<file path="src/rtl/simon_serial_loader_if.sv">
// Host/core-side signal bundle for the Simon serial loader.
interface simon_serial_loader_if;
  logic [1:0] cmd;
  logic       cmd_valid;
  logic       cmd_ready;
  logic [7:0] byte_in;
  logic       byte_valid;
  logic       byte_ready;
  logic       core_valid;
  logic       data_out;
  logic [1:0] data_rdy;
  logic       busy;
  logic       done;
  logic       timeout;

  // Host / core side: drives commands, bytes and the core's valid flag.
  modport master (
    output cmd, cmd_valid, byte_in, byte_valid, core_valid,
    input  cmd_ready, byte_ready, data_out, data_rdy, busy, done, timeout
  );

  // Loader side.
  modport slave (
    input  cmd, cmd_valid, byte_in, byte_valid, core_valid,
    output cmd_ready, byte_ready, data_out, data_rdy, busy, done, timeout
  );
endinterface

</file>
<file path="src/rtl/simon_serial_loader.sv">
// Byte-wide front end for simon_module: serializes plaintext/key bytes MSB
// first onto data_out with the matching data_rdy mode code, and sequences the
// encrypt phase until the core reports valid or the timer expires.
module simon_serial_loader #(
  parameter int unsigned BLOCK_W     = 32,
  parameter int unsigned KEY_W       = 64,
  parameter int unsigned ENC_TIMEOUT = 1023
) (
  input logic                clk,
  input logic                reset,
  simon_serial_loader_if.slave bus
);

  localparam int unsigned BLK_BYTES = BLOCK_W / 8;
  localparam int unsigned KEY_BYTES = KEY_W / 8;
  localparam int unsigned MAX_BYTES = (BLK_BYTES > KEY_BYTES) ? BLK_BYTES : KEY_BYTES;
  localparam int unsigned BL_W      = $clog2(MAX_BYTES + 1);
  localparam int unsigned TMR_W     = $clog2(ENC_TIMEOUT + 1);

  typedef enum logic [1:0] {
    ST_IDLE      = 2'd0,
    ST_WAIT_BYTE = 2'd1,
    ST_SHIFT     = 2'd2,
    ST_ENCRYPT   = 2'd3
  } state_e;

  state_e            state_q, state_d;
  logic [7:0]        shreg_q, shreg_d;
  logic [2:0]        bit_cnt_q, bit_cnt_d;
  logic [BL_W-1:0]   bytes_left_q, bytes_left_d;
  logic [1:0]        code_q, code_d;
  logic [TMR_W-1:0]  timer_q, timer_d;
  logic              data_out_q, data_out_d;
  logic [1:0]        data_rdy_q, data_rdy_d;
  logic              busy_q, busy_d;
  logic              done_q, done_d;
  logic              timeout_q, timeout_d;
  logic              enc_done_c, enc_abort_c;
  logic              cmd_ready_c, byte_ready_c;

  // Handshake readiness decodes straight from the current state.
  assign cmd_ready_c  = (state_q == ST_IDLE);
  assign byte_ready_c = (state_q == ST_WAIT_BYTE) ||
                        ((state_q == ST_SHIFT) && (bit_cnt_q == 3'd7) &&
                         (bytes_left_q != '0));

  assign bus.cmd_ready  = cmd_ready_c;
  assign bus.byte_ready = byte_ready_c;
  assign bus.data_out   = data_out_q;
  assign bus.data_rdy   = data_rdy_q;
  assign bus.busy       = busy_q;
  assign bus.done       = done_q;
  assign bus.timeout    = timeout_q;

  // State and output registers.
  always_ff @(posedge clk or posedge reset) begin
    if (reset) begin
      state_q      <= ST_IDLE;
      shreg_q      <= '0;
      bit_cnt_q    <= '0;
      bytes_left_q <= '0;
      code_q       <= '0;
      timer_q      <= '0;
      data_out_q   <= 1'b0;
      data_rdy_q   <= 2'd0;
      busy_q       <= 1'b0;
      done_q       <= 1'b0;
      timeout_q    <= 1'b0;
    end else begin
      state_q      <= state_d;
      shreg_q      <= shreg_d;
      bit_cnt_q    <= bit_cnt_d;
      bytes_left_q <= bytes_left_d;
      code_q       <= code_d;
      timer_q      <= timer_d;
      data_out_q   <= data_out_d;
      data_rdy_q   <= data_rdy_d;
      busy_q       <= busy_d;
      done_q       <= done_d;
      timeout_q    <= timeout_d;
    end
  end

  // Next-state and datapath update.
  always_comb begin
    state_d      = state_q;
    shreg_d      = shreg_q;
    bit_cnt_d    = bit_cnt_q;
    bytes_left_d = bytes_left_q;
    code_d       = code_q;
    timer_d      = timer_q;
    enc_done_c   = 1'b0;
    enc_abort_c  = 1'b0;
    unique case (state_q)
      ST_IDLE: begin
        if (bus.cmd_valid) begin
          case (bus.cmd)
            2'd1: begin
              state_d      = ST_WAIT_BYTE;
              code_d       = 2'd1;
              bytes_left_d = BL_W'(BLK_BYTES);
            end
            2'd2: begin
              state_d      = ST_WAIT_BYTE;
              code_d       = 2'd2;
              bytes_left_d = BL_W'(KEY_BYTES);
            end
            2'd3: begin
              state_d = ST_ENCRYPT;
              timer_d = '0;
            end
            default: ;
          endcase
        end
      end
      ST_WAIT_BYTE: begin
        if (bus.byte_valid) begin
          shreg_d      = bus.byte_in;
          bytes_left_d = BL_W'(bytes_left_q - BL_W'(1));
          bit_cnt_d    = '0;
          state_d      = ST_SHIFT;
        end
      end
      ST_SHIFT: begin
        shreg_d   = {shreg_q[6:0], 1'b0};
        bit_cnt_d = 3'(bit_cnt_q + 3'd1);
        if (bit_cnt_q == 3'd7) begin
          if (bytes_left_q != '0) begin
            // Reload on the last bit so consecutive bytes stream without a gap.
            if (bus.byte_valid) begin
              shreg_d      = bus.byte_in;
              bytes_left_d = BL_W'(bytes_left_q - BL_W'(1));
              bit_cnt_d    = '0;
            end else begin
              state_d = ST_WAIT_BYTE;
            end
          end else begin
            state_d = ST_IDLE;
          end
        end
      end
      ST_ENCRYPT: begin
        timer_d = TMR_W'(timer_q + TMR_W'(1));
        // core_valid takes priority over a timer expiring in the same cycle.
        if (bus.core_valid) begin
          enc_done_c = 1'b1;
          state_d    = ST_IDLE;
        end else if (timer_d == TMR_W'(ENC_TIMEOUT)) begin
          enc_abort_c = 1'b1;
          state_d     = ST_IDLE;
        end
      end
      default: state_d = ST_IDLE;
    endcase
  end

  // Registered outputs track the state being entered, so they align with it.
  always_comb begin
    data_out_d = 1'b0;
    data_rdy_d = 2'd0;
    busy_d     = (state_d != ST_IDLE);
    done_d     = enc_done_c;
    timeout_d  = enc_abort_c;
    if (state_d == ST_SHIFT) begin
      data_out_d = shreg_d[7];
      data_rdy_d = code_d;
    end else if (state_d == ST_ENCRYPT) begin
      data_rdy_d = 2'd3;
    end
  end

endmodule
</file>
<file path="src/flat_wrapper.sv">
// flat-port wrapper written by rule: the top's interface ports become plain ports
module simon_serial_loader_flat 
#(
  parameter int unsigned BLOCK_W     = 32,
  parameter int unsigned KEY_W       = 64,
  parameter int unsigned ENC_TIMEOUT = 1023
)
  (clk, reset, bus_cmd, bus_cmd_valid, bus_byte_in, bus_byte_valid, bus_core_valid, bus_cmd_ready, bus_byte_ready, bus_data_out, bus_data_rdy, bus_busy, bus_done, bus_timeout);
  simon_serial_loader_if bus_i ();
  input logic clk;
  input logic reset;
  input wire logic [$bits(bus_i.cmd)-1:0] bus_cmd;
  input wire logic [$bits(bus_i.cmd_valid)-1:0] bus_cmd_valid;
  input wire logic [$bits(bus_i.byte_in)-1:0] bus_byte_in;
  input wire logic [$bits(bus_i.byte_valid)-1:0] bus_byte_valid;
  input wire logic [$bits(bus_i.core_valid)-1:0] bus_core_valid;
  output wire logic [$bits(bus_i.cmd_ready)-1:0] bus_cmd_ready;
  output wire logic [$bits(bus_i.byte_ready)-1:0] bus_byte_ready;
  output wire logic [$bits(bus_i.data_out)-1:0] bus_data_out;
  output wire logic [$bits(bus_i.data_rdy)-1:0] bus_data_rdy;
  output wire logic [$bits(bus_i.busy)-1:0] bus_busy;
  output wire logic [$bits(bus_i.done)-1:0] bus_done;
  output wire logic [$bits(bus_i.timeout)-1:0] bus_timeout;
  assign bus_i.cmd = bus_cmd;
  assign bus_i.cmd_valid = bus_cmd_valid;
  assign bus_i.byte_in = bus_byte_in;
  assign bus_i.byte_valid = bus_byte_valid;
  assign bus_i.core_valid = bus_core_valid;
  assign bus_cmd_ready = bus_i.cmd_ready;
  assign bus_byte_ready = bus_i.byte_ready;
  assign bus_data_out = bus_i.data_out;
  assign bus_data_rdy = bus_i.data_rdy;
  assign bus_busy = bus_i.busy;
  assign bus_done = bus_i.done;
  assign bus_timeout = bus_i.timeout;
  simon_serial_loader #(.BLOCK_W(BLOCK_W), .KEY_W(KEY_W), .ENC_TIMEOUT(ENC_TIMEOUT)) u_core (.clk(clk), .reset(reset), .bus(bus_i));
endmodule
</file>
<file path="config.mk">
export PLATFORM = sky130hd
export DESIGN_NAME = simon_serial_loader_flat
export DESIGN_NICKNAME = d
export VERILOG_FILES = /design/src/rtl/simon_serial_loader_if.sv /design/src/rtl/simon_serial_loader.sv /design/src/flat_wrapper.sv
export SDC_FILE = /design/constraint.sdc
export NUM_CORES = 1
export LEC_CHECK = 0
export CAP_MARGIN = 20
export CORE_MARGIN = 2
export CORE_UTILIZATION = 60
export DETAILED_ROUTE_END_ITERATION = 10
export PLACE_DENSITY = 0.82
export SLEW_MARGIN = 0
export SYNTH_ARGS = -nofsm -noshare
export SYNTH_HDL_FRONTEND = slang
export SYNTH_SLANG_ARGS = --single-unit
</file>
<file path="constraint.sdc">
create_clock -name clk -period 3.15 [get_ports clk]
set_input_delay 0.945 -clock clk [delete_from_list [all_inputs] [get_ports clk]]
set_output_delay 0.945 -clock clk [all_outputs]
set_load 0.02 [all_outputs]
</file>
* After elaboration in Yosys (flattened, before gate mapping)
Cells that the tools add are included.
** Word-level totals
- Bits in registers :: 35
- Bits of input ports :: 15
** Operators by class
- Reduce and logical (&&, ||, !) cells :: 13
- Muxes and demuxes :: 39
- Add/subtract/negate cells :: 3
- Eq/ne operators :: 16
** Operators with widths (count)
- 8-bit two-way mux :: 4
- 2-bit two-way mux :: 11
- 10-bit two-way mux :: 2
- 10-bit case mux with 2 select lines :: 1
- 4-bit two-way mux :: 4
- 8-bit case mux with 2 select lines :: 1
- 2-bit equality test (second input constant) :: 6
- 3-bit two-way mux :: 4
- 4-bit case mux with 3 select lines :: 1
- 10-bit by 1-bit adder with 10-bit output (second input constant) :: 1
- 10-bit equality test (second input constant) :: 1
- 2-bit inequality test (second input constant) :: 4
- 2-bit case mux with 2 select lines :: 2
- 2-bit case mux with 4 select lines :: 1
- 4-bit case mux with 2 select lines :: 1
- 1-bit two-way mux :: 6
- 3-bit case mux with 2 select lines :: 1
- 2-bit nonzero test :: 3
- 5-bit AND reduction :: 1
- 2-bit by 1-bit equality test with 1-bit output (second input constant) :: 2
- 4-bit nonzero test :: 1
- 4-bit by 1-bit subtractor with 4-bit output (second input constant) :: 1
- 3-bit by 1-bit adder with 3-bit output (second input constant) :: 1
- 3-bit equality test (second input constant) :: 1
- 9 further kinds :: 10

* Depth between registers and ports, before layout
Gate-level depths: netlist of run 1.
- Word-level depth :: 8
- Mapped depth :: 9
- Gate-level depth less buffers :: 8

* Worst setup path before layout of run 1
No wires, ideal clock.
- Path kind :: reg2out
- Start :: register u_core.bytes_left_q[0]
- End :: output bus_byte_ready
- Arrival :: 1413 ps
- Required time :: 2205 ps
- Cell stages (with the launch flop) :: 6
- Setup slack :: 792 ps
- Path through :: dfrtp_1 inv_1 ha_1 or3b_4 and2_4 a21o_1
** Between the ends
- Word-level cells in the longest chain between the ends :: 3
** RTL lines
- start: declaration :: line simon_serial_loader.sv:30 : logic [BL_W-1:0] bytes_left_q, bytes_left_d;
- start signal: assignment :: line simon_serial_loader.sv:73 : bytes_left_q <= bytes_left_d;
- 4-bit nonzero test :: line simon_serial_loader.sv:45 : (bytes_left_q != '0));
- 1-bit logical AND :: line simon_serial_loader.sv:44 : ((state_q == ST_SHIFT) && (bit_cnt_q == 3'd7) &&
- 1-bit logical OR :: line simon_serial_loader.sv:43 : assign byte_ready_c = (state_q == ST_WAIT_BYTE) ||
- end: declaration :: line flat_wrapper.sv:18 : output wire logic [$bits(bus_i.byte_ready)-1:0] bus_byte_ready;
No other way between the ends.

* Final worst setup path of run 1
- Start :: register u_core.bytes_left_q[1]
- End :: output bus_byte_ready
The elaborated chain is that of the path after synthesis.

==> flow_summary.ini, run 1 <==
[status]
status = finished clean

[layout]
final_cell_mix = 35 x dfrtp_1, 21 x clkdlybuf4s50_1, 19 x inv_1, 19 x nand2_1, 14 x o21ai_0
antenna_cells = 0
final_common_cell = dfrtp_1
drive_above_1_share_pct = 8.23
area_delta_synth_final_pct = 16.9
final-seq-area_um2 = 876
multi_input_area_mm2 = 0.00102
nFillCells = 232
final_nets = 259

[route]
drtIter0Drc = 104
vias_per_cell = 5.94
wl_um = 4080
antenna_left = 0
first_pass_iters = 4
via_count = 1634
wire_per_inst_um = 14.8
drc = 0

[timing]
setup_violations = 0
setup_tns_ps = 0
max_freq_mhz = 330
worst_pin_slew_ps = 789
max_slew_margin_pct = 45.9
rsz0062_at_grt = no
hold_viol = 0
period_minus_slack_ps = 3030
slew_violations = 0
fin_crit_sh_pct = 96.1
skew_ps = 11.7

[min_path]
worstHoldStart = u_core.bit_cnt_q[0]$_DFFE_PP0P_
hold_class = reg2reg
min_to = u_core.bit_cnt_q[0]$_DFFE_PP0P_
min_path_cells = 1

[logic_synthesis]
ys_async_sr_fraction_pct = 100
synth_top_family_by_area = compound AO/OA/AOI/OAI gates
yosysSeqAreaShare_pct = 43.9
avgSynthCellArea_um2 = 9.78
synth_cell_types = 49
synth_edf_count = 0
synth_xor_area_share_pct = 1.32
synth_compound_area_share_pct = 23.8
synth_adder_area_share_pct = 8.15
synth_nets = 232
synth_simple_gate_area_share_pct = 16.1
ys.flop_type = dfrtp_1
ys_ff_latch = 35
synth_mux_area_share_pct = 2.07
syn_inst = 204
syn_area_mm2 = 0.00200
yosysWarnings = 0

[placed_design]
gp_congestion = 0.869
place_hpwl_um = 2870
io_buffers = 22

[worst_setup_path]
start_kind = register
critPathKind = reg2out
cp-end-kind = primary output
reg2reg_depth = 7
timing.rr.start = u_core.timer_q[0]$_DFFE_PP0P_
cp_max_fo = 4
cp.arrival_ps = 2080
r2r_setup_slack_ps = 790
crit_required_ps = 2200
reg2reg_to = u_core.bus.data_out$_DFF_PP0_

[clock_network]
clk_pin_slew_worst_paths_ps = 100
cts_tree = done
clock_latency_ps = 340
cts_root_buffer = clkbuf_4
hold_buffers = 0
cts_max_level = 2
cts.sinks = 35
clk_path_buf_depth = 2
cts-buffers-inserted = 5

[power_and_ir_drop]
vdd_drop_max_uv = 505
power_mw = 1.52
p_per_area_mw_per_mm2 = 651
p_leak_nw = 1.08

[floorplan]
die_width_um = 61.7
io_pins = 23
dieArea_mm2 = 0.00380
core_mm2 = 0.00310
fp-row-count = 20
die_h_um = 61.7
start_util_pct = 64.3

[grt]
grt_usage_pct = 25.2
grt_pass1_wl_um = 6980
grt_max_degree = 36
grt_overflow = 0
grt_pass1_vias = 1635
grt_antenna_before_repair = 0

[flow_run]
max_cap_viol_count = 0
[worst max path at each step]
stage,endpoint,cells after the start,start,slack [ps]
after floorplan,bus_byte_ready,5,u_core.bytes_left_q[0]$_DFFE_PP0P_,790
after global placement,u_core.bus.data_out$_DFF_PP0_,9,bus_cmd[0],260
after detailed placement,u_core.bus.busy$_DFF_PP0_,9,bus_cmd[0],120
after CTS,bus_byte_ready,6,u_core.bytes_left_q[0]$_DFFE_PP0P_,90
after global routing,bus_byte_ready,6,u_core.bytes_left_q[0]$_DFFE_PP0P_,10
final,bus_byte_ready,6,u_core.bytes_left_q[1]$_DFFE_PP0P_,120
[synth_stat cells (2+ instances only)]
cell	count	share of area, %
o21a_1	2	0.75
o21ai_1	2	0.50
nand3_1	4	1.0
o21ai_0	14	3.5
o31ai_1	3	1.1
nor2b_1	4	1.3
xor2_1	2	0.88
ha_1	13	8.2
a21oi_1	8	2.0
a31oi_1	3	0.94
nand2_1	19	3.6
a211o_1	2	0.88
nand4_1	4	1.3
a32o_1	3	1.5
a22o_1	12	5.3
mux2i_1	3	1.5
o41ai_1	3	1.3
nor2_1	4	0.75
a21o_1	4	1.5
clkbuf_1	5	0.94
dfrtp_1	35	44
and2_1	5	1.6
or3_1	2	0.63
inv_1	19	3.6
nand2b_1	5	1.6
[cell families after synthesis]
group	Yosys count
XOR/XNOR	3
buffers and inverters	25
multiplexers	4
flip-flops	35
AO/OA/AOI/OAI	66
AND/OR/NAND/NOR	58
adder cells (fa/ha/maj)	13
[where the power goes]
group	total, mW	internal (mW)	switching, mW
sequential	0.609	0.544	0.0651
clock	0.251	0.103	0.148
combinational	0.659	0.275	0.384
total	1.52	0.922	0.597
[critical path: stages (launching register included)]
cell and delay, ps:
dfrtp_1 420, inv_1 70, ha_1 180, or3b_4 410
and2_4 180, a21o_1 180, dlygate4sd2_1 320
[state kept, by name, summed over array words and instances (netlist names)]
register,cells
u_core.bytes_left_q,4
u_core.bus.timeout,1
u_core.bit_cnt_q,3
u_core.bus.busy,1
u_core.state_q,2
u_core.bus.data_rdy,2
u_core.bus.data_out,1
u_core.code_q,2
u_core.timer_q,10
u_core.shreg_q,8
u_core.bus.done,1
[cell type report]
class                   instances  share of cell area, %
clock buffers                   6                   2.20
clock inverters                 1                  0.215
inverters                      19                   3.06
multi-input cells             144                   43.9
flip-flops and latches         35                   37.6
well taps                      44                   2.36
repair buffers                 26                   10.7
[routing by layer]
| metal | GRT usage, % | share of wire (%) | vias to the layer above |
|---|---|---|---|
| li1 | - | - | 786 |
| met1 | 30.5 | 42 | 786 |
| met2 | 42.9 | 50 | 51 |
| met3 | 6.93 | 4.7 | 11 |
| met4 | 9.42 | 2.4 | 0 |
| met5 | 0 | 0 | - |
[what timing repair did]
item                       in CTS  in global routing
resized for setup               1                  0
gates cloned                    0                  0
setup endpoints to repair       1                  1
buffers inserted                0                  1
[metrics by stage]
step                cells  hold WS, ps  cell area, um^2  setup WS (ps)  util, %
detailed placement    267          478             2270            124     73.1
floorplan             204          451             2000            792        -
CTS                   274          510             2320           89.3     74.9
global placement      267          474             2270            265     73.1
global route          275          538             2330           13.5     75.2
finish                275          504             2330            123     75.2
No activity file was read; power rests on OpenSTA's default activity.
==> run 2: changes to the inputs <==
--- a/config.mk
+++ b/config.mk
@@ -8,9 +8,11 @@
 export CAP_MARGIN = 20
 export CORE_MARGIN = 2
 export CORE_UTILIZATION = 60
+export CTS_CLUSTER_DIAMETER = 120
 export DETAILED_ROUTE_END_ITERATION = 10
-export PLACE_DENSITY = 0.82
+export PLACE_DENSITY_LB_ADDON = 0.25
 export SLEW_MARGIN = 0
 export SYNTH_ARGS = -nofsm -noshare
 export SYNTH_HDL_FRONTEND = slang
 export SYNTH_SLANG_ARGS = --single-unit
+export TNS_END_PERCENT = 100
==> flow_summary.ini, run 2 (same netlist as run 1, synthesis figures left out) <==
[floorplan]
die_h_um = 61.7
start_util_pct = 64.3
core_mm2 = 0.00310
fp-row-count = 20
die_width_um = 61.7
dieArea_mm2 = 0.00380
io_pins = 23

[worst_setup_path]
worst-path-buf-inv = 2
cp.arrival_ps = 2130
critPathKind = reg2out
path_cells = inv_1 > ha_2 > or3b_4 > and2_4 > a21o_1 > dlygate4sd2_1
cp_max_fo = 4
path_delay_family = simple AND/OR/NAND/NOR gates
slowest_stage = dfrtp_1
crit_required_ps = 2200
start_kind = register
slowest_delay_ps = 420
cp-end-kind = primary output

[layout]
largest_reg_flops = 10
design_area_mm2 = 0.00233
reg_top3 = u_core.timer_q (10), u_core.shreg_q (8), u_core.bytes_left_q (4)
antenna_cells = 0
drive_above_1_share_pct = 8.19
postLayoutCoreUtil_pct = 75.0
final_nets = 259
area_delta_synth_final_pct = 16.7
final_cell_mix = 35 x dfrtp_1, 21 x clkdlybuf4s50_1, 19 x inv_1, 19 x nand2_1, 14 x o21ai_0
final_common_cell = dfrtp_1
instances_no_fill = 276
largest_register = u_core.timer_q

[status]
status = finished clean

[placed_design]
gp_congestion = 0.897
place_hpwl_um = 2980
io_buffers = 22
dpl-instance-area_mm2 = 0.00227
pre_cts_slack_ps = 139
dpl.cell_count = 267

[timing]
setup_violations = 0
setup_tns_ps = 0
skew_ps = 13.8
rsz0062_at_grt = no
slew_violations = 0
max_slew_margin_pct = 43.1
fin_crit_sh_pct = 97.5
period_minus_slack_ps = 3070
finalWorstSetupSlack_ps = 78.7
hold_viol = 0
max_freq_mhz = 326
worst_pin_slew_ps = 830
timing.hold.ws_ps = 509

[clock_network]
cts_tree = done
cts_max_level = 2
cts-buffers-inserted = 5
clk_path_buf_depth = 2
hold_buffers = 0
clock_latency_ps = 350
cts_root_buffer = clkbuf_4
clk_pin_slew_worst_paths_ps = 120
cts.sinks = 35

[grt]
grt_overflow = 0
grt_pass1_wl_um = 6860
grt_pass1_vias = 1594
grt_antenna_before_repair = 0
grt_usage_pct = 24.8
grt_max_degree = 36

[power_and_ir_drop]
vdd_drop_max_uv = 447
p_leak_nw = 1.08
p_per_area_mw_per_mm2 = 649
power_mw = 1.51
internal-power_uw = 907
seqPwrFrac_pct = 40.2
p_clk_share_pct = 16.3
combPwrFrac_pct = 43.5
swShare_pct = 40.0
p_sw_uw = 605

[route]
antenna_left = 0
drtIter0Drc = 223
via_count = 1660
drc = 0
wire_per_inst_um = 14.9
first_pass_iters = 4
wl_um = 4120
vias_per_cell = 6.01

[flow_run]
max_cap_viol_count = 0

[min_path]
hold_class = reg2reg
==> run 2: changes by cell type in the layout (fill, tap and decap cells not counted) <==
cell	delta
clkbuf_1	+2
clkbuf_8	-1
ha_1	-1
ha_2	+1
==> run 2: layout make-up <==
type,count,area (um^2)
multi-input combinational,144,1030
clock inverter,1,5.00
fill,247,774
clock buffer,7,45.0
inverter,19,71.3
tap,44,55.1
sequential,35,876
timing repair buffer,26,249
==> run 2: tightest hold or removal path: cells and delay by family (launching register included) <==
family	cells	cell delay [ps]
buffers and inverters	1	60
DFF	1	340
muxes	1	90
==> run 2: power groups by stage <==
stage | clock (mW) | combinational (mW) | sequential [mW]
finish | 0.246 | 0.657 | 0.608
global route | 0.265 | 0.732 | 0.619
CTS | 0.243 | 0.646 | 0.608
detailed placement | 0 | 0.646 | 0.616
global placement | 0 | 0.611 | 0.610
floorplan | 0 | 0.468 | 0.616
==> run 2: final timing paths <==
check	from	to	slack, ps	cells past startpoint
max in group asynchronous	reset	u_core.bus.data_rdy[0]$_DFF_PP0_	1840	3
max	u_core.bytes_left_q[0]$_DFFE_PP0P_	bus_byte_ready	80	6
max reg2reg	u_core.bytes_left_q[0]$_DFFE_PP0P_	u_core.bus.data_out$_DFF_PP0_	800	8
min reg2reg	u_core.code_q[0]$_DFF_PP0_	u_core.code_q[0]$_DFF_PP0_	510	2
min	u_core.code_q[0]$_DFF_PP0_	u_core.code_q[0]$_DFF_PP0_	510	2
min in group asynchronous	reset	u_core.shreg_q[0]$_DFFE_PP0P_	990	3
==> run 2: repair_timing <==
| item | CTS | global route |
|---|---|---|
| setup endpoints to repair | 1 | 1 |
| pin swaps | 0 | 0 |
| cloned | 0 | 0 |
| endpoints found under the hold margin | 0 | 0 |
| setup buffers | 0 | 1 |
| gates resized for setup | 1 | 1 |
==> run 2: layer usage <==
| metal | wire [um] | vias to the layer above | GRT usage [%] | share of wire, % |
|---|---|---|---|---|
| li1 | - | 788 | - | - |
| met2 | 2010 | 69 | 41.4 | 49 |
| met1 | 1790 | 793 | 30.1 | 43 |
| met3 | 242 | 10 | 6.51 | 5.9 |
| met5 | 0 | - | 0 | 0 |
| met4 | 79 | 0 | 10.9 | 1.9 |
==> run 3: changes to the inputs <==
--- a/config.mk
+++ b/config.mk
@@ -6,8 +6,10 @@
 export NUM_CORES = 1
 export LEC_CHECK = 0
 export CAP_MARGIN = 20
+export CELL_PAD_IN_SITES_DETAIL_PLACEMENT = 0
+export CELL_PAD_IN_SITES_GLOBAL_PLACEMENT = 1
 export CORE_MARGIN = 2
-export CORE_UTILIZATION = 60
+export CORE_UTILIZATION = 46
 export CTS_CLUSTER_DIAMETER = 120
 export DETAILED_ROUTE_END_ITERATION = 10
 export PLACE_DENSITY_LB_ADDON = 0.25
==> flow_summary.ini, run 3 (same netlist as run 1, synthesis figures left out) <==
[status]
status = finished clean

[power_and_ir_drop]
combPwrFrac_pct = 41.2
internal-power_uw = 968
vdd_drop_max_uv = 489
p_sw_uw = 610
seqPwrFrac_pct = 38.5
p_clk_share_pct = 20.3
p_leak_nw = 1.08
swShare_pct = 38.7
p_per_area_mw_per_mm2 = 668

[clock_network]
hold_buffers = 0
cts_root_buffer = clkbuf_8
cts_tree = done
clk_path_buf_depth = 2
clk_pin_slew_worst_paths_ps = 70
cts-buffers-inserted = 5
clock_latency_ps = 290
cts_max_level = 2
postCtsSetupBuffers = 0
cts.sinks = 35

[route]
drtIter0Drc = 115
antenna_left = 0
wl_um = 4150
drc = 0
vias_per_cell = 5.63
via_count = 1582
wire_per_inst_um = 14.8
first_pass_iters = 4

[timing]
setup_violations = 0
setup_tns_ps = 0
skew_ps = 6.04
rsz0062_at_grt = no
max_slew_margin_pct = 38.8
slew_violations = 0
period_minus_slack_ps = 3020
max_freq_mhz = 331
worst_pin_slew_ps = 892
hold_viol = 0
fin_crit_sh_pct = 95.8

[placed_design]
dpl.cell_count = 273
gp_congestion = 0.852
io_buffers = 22
place_hpwl_um = 2930

[worst_setup_path]
start_kind = register
cp-end-kind = primary output
cp.arrival_ps = 2070
cp_max_fo = 4
critPathKind = reg2out
crit_required_ps = 2200

[floorplan]
core_mm2 = 0.00409
start_util_pct = 48.8
fp-row-count = 23
die_h_um = 69.9
io_pins = 23
die_width_um = 69.9
dieArea_mm2 = 0.00488

[layout]
final_nets = 258
final-seq-area_um2 = 876
instances_no_fill = 281
antenna_cells = 0
nFillCells = 352
largest_reg_flops = 10
reg_top3 = u_core.timer_q (10), u_core.shreg_q (8), u_core.bytes_left_q (4)
drive_above_1_share_pct = 7.79
final_common_cell = dfrtp_1
final_cell_mix = 35 x dfrtp_1, 21 x clkdlybuf4s50_1, 19 x inv_1, 19 x nand2_1, 14 x o21ai_0
largest_register = u_core.timer_q
multi_input_area_mm2 = 0.00102
area_delta_synth_final_pct = 18.3

[grt]
grt_overflow = 0
grt_pass1_vias = 1554
grt_antenna_before_repair = 0
grt_max_degree = 36
grt_usage_pct = 18.1
grt_pass1_wl_um = 7090

[min_path]
hold_class = reg2reg

[flow_run]
max_cap_viol_count = 0
[run 3: cell count changes in the layout (fill, tap and decap cells not counted), sizes merged]
cell / change
clkinvlp: +1
buf: -1
clkbuf: -1
[run 3: what timing repair did]
action / in CTS / in global routing
gates resized for setup: 1 / 0
endpoints found under the setup margin: 1 / 0
hold endpoints to repair: 0 / 0
[run 3: power groups by stage]
stage / Sequential [mW] / Clock, mW / Combinational [mW]
after CTS: 0.606 / 0.331 / 0.653
after detailed placement: 0.613 / 0 / 0.657
final: 0.607 / 0.321 / 0.650
after global routing: 0.618 / 0.349 / 0.731
after global placement: 0.610 / 0 / 0.626
after floorplan: 0.616 / 0 / 0.468
[run 3: critical path: stages, from the launching register on]
cell and delay (ps):
dfrtp_1 410, inv_1 90, ha_1 190, or3b_4 410, and2_4 180, a21o_1 180, dlygate4sd2_1 320
[run 3: through the flow]
| step | util, % | cell area [um^2] | hold slack [ps] | total power [mW] | setup slack [ps] |
|---|---|---|---|---|---|
| after floorplan | - | 2000 | 451 | 1.08 | 792 |
| after global placement | 55.7 | 2280 | 473 | 1.24 | 252 |
| after detailed placement | 55.7 | 2280 | 470 | 1.27 | 139 |
| after CTS | 57.8 | 2360 | 487 | 1.59 | 115 |
| after global routing | 57.8 | 2360 | 505 | 1.70 | 32.2 |
| final | 57.8 | 2360 | 482 | 1.58 | 133 |
[run 3: layout make-up]
class / count / share of cell area, %
multi-input combinational: 144 / 43.4
tap: 50 / 2.65
sequential: 35 / 37.1
clock buffer: 6 / 3.07
inverter: 19 / 3.02
timing repair buffer: 25 / 10.2
clock inverter: 2 / 0.530
[run 3: per-layer routing]
metal | GRT usage (%) | wire length [um]
met3 | 3.75 | 127
met5 | 0 | 0
met1 | 23.0 | 1950
met4 | 7.69 | 53
met2 | 29.9 | 2020
[run 3: final timing paths]
check	slack, ps	endpoint	from	cells past startpoint
worst max register to register	820	u_core.bus.data_out$_DFF_PP0_	u_core.bytes_left_q[0]$_DFFE_PP0P_	8
worst min register to register	480	u_core.code_q[1]$_DFF_PP0_	u_core.code_q[1]$_DFF_PP0_	2
min in group asynchronous	1060	u_core.timer_q[4]$_DFFE_PP0P_	reset	3
worst max-delay path	130	bus_byte_ready	u_core.bytes_left_q[0]$_DFFE_PP0P_	6
max in group asynchronous	1780	u_core.state_q[0]$_DFF_PP0_	reset	3
worst min-delay path	480	u_core.code_q[1]$_DFF_PP0_	u_core.code_q[1]$_DFF_PP0_	2
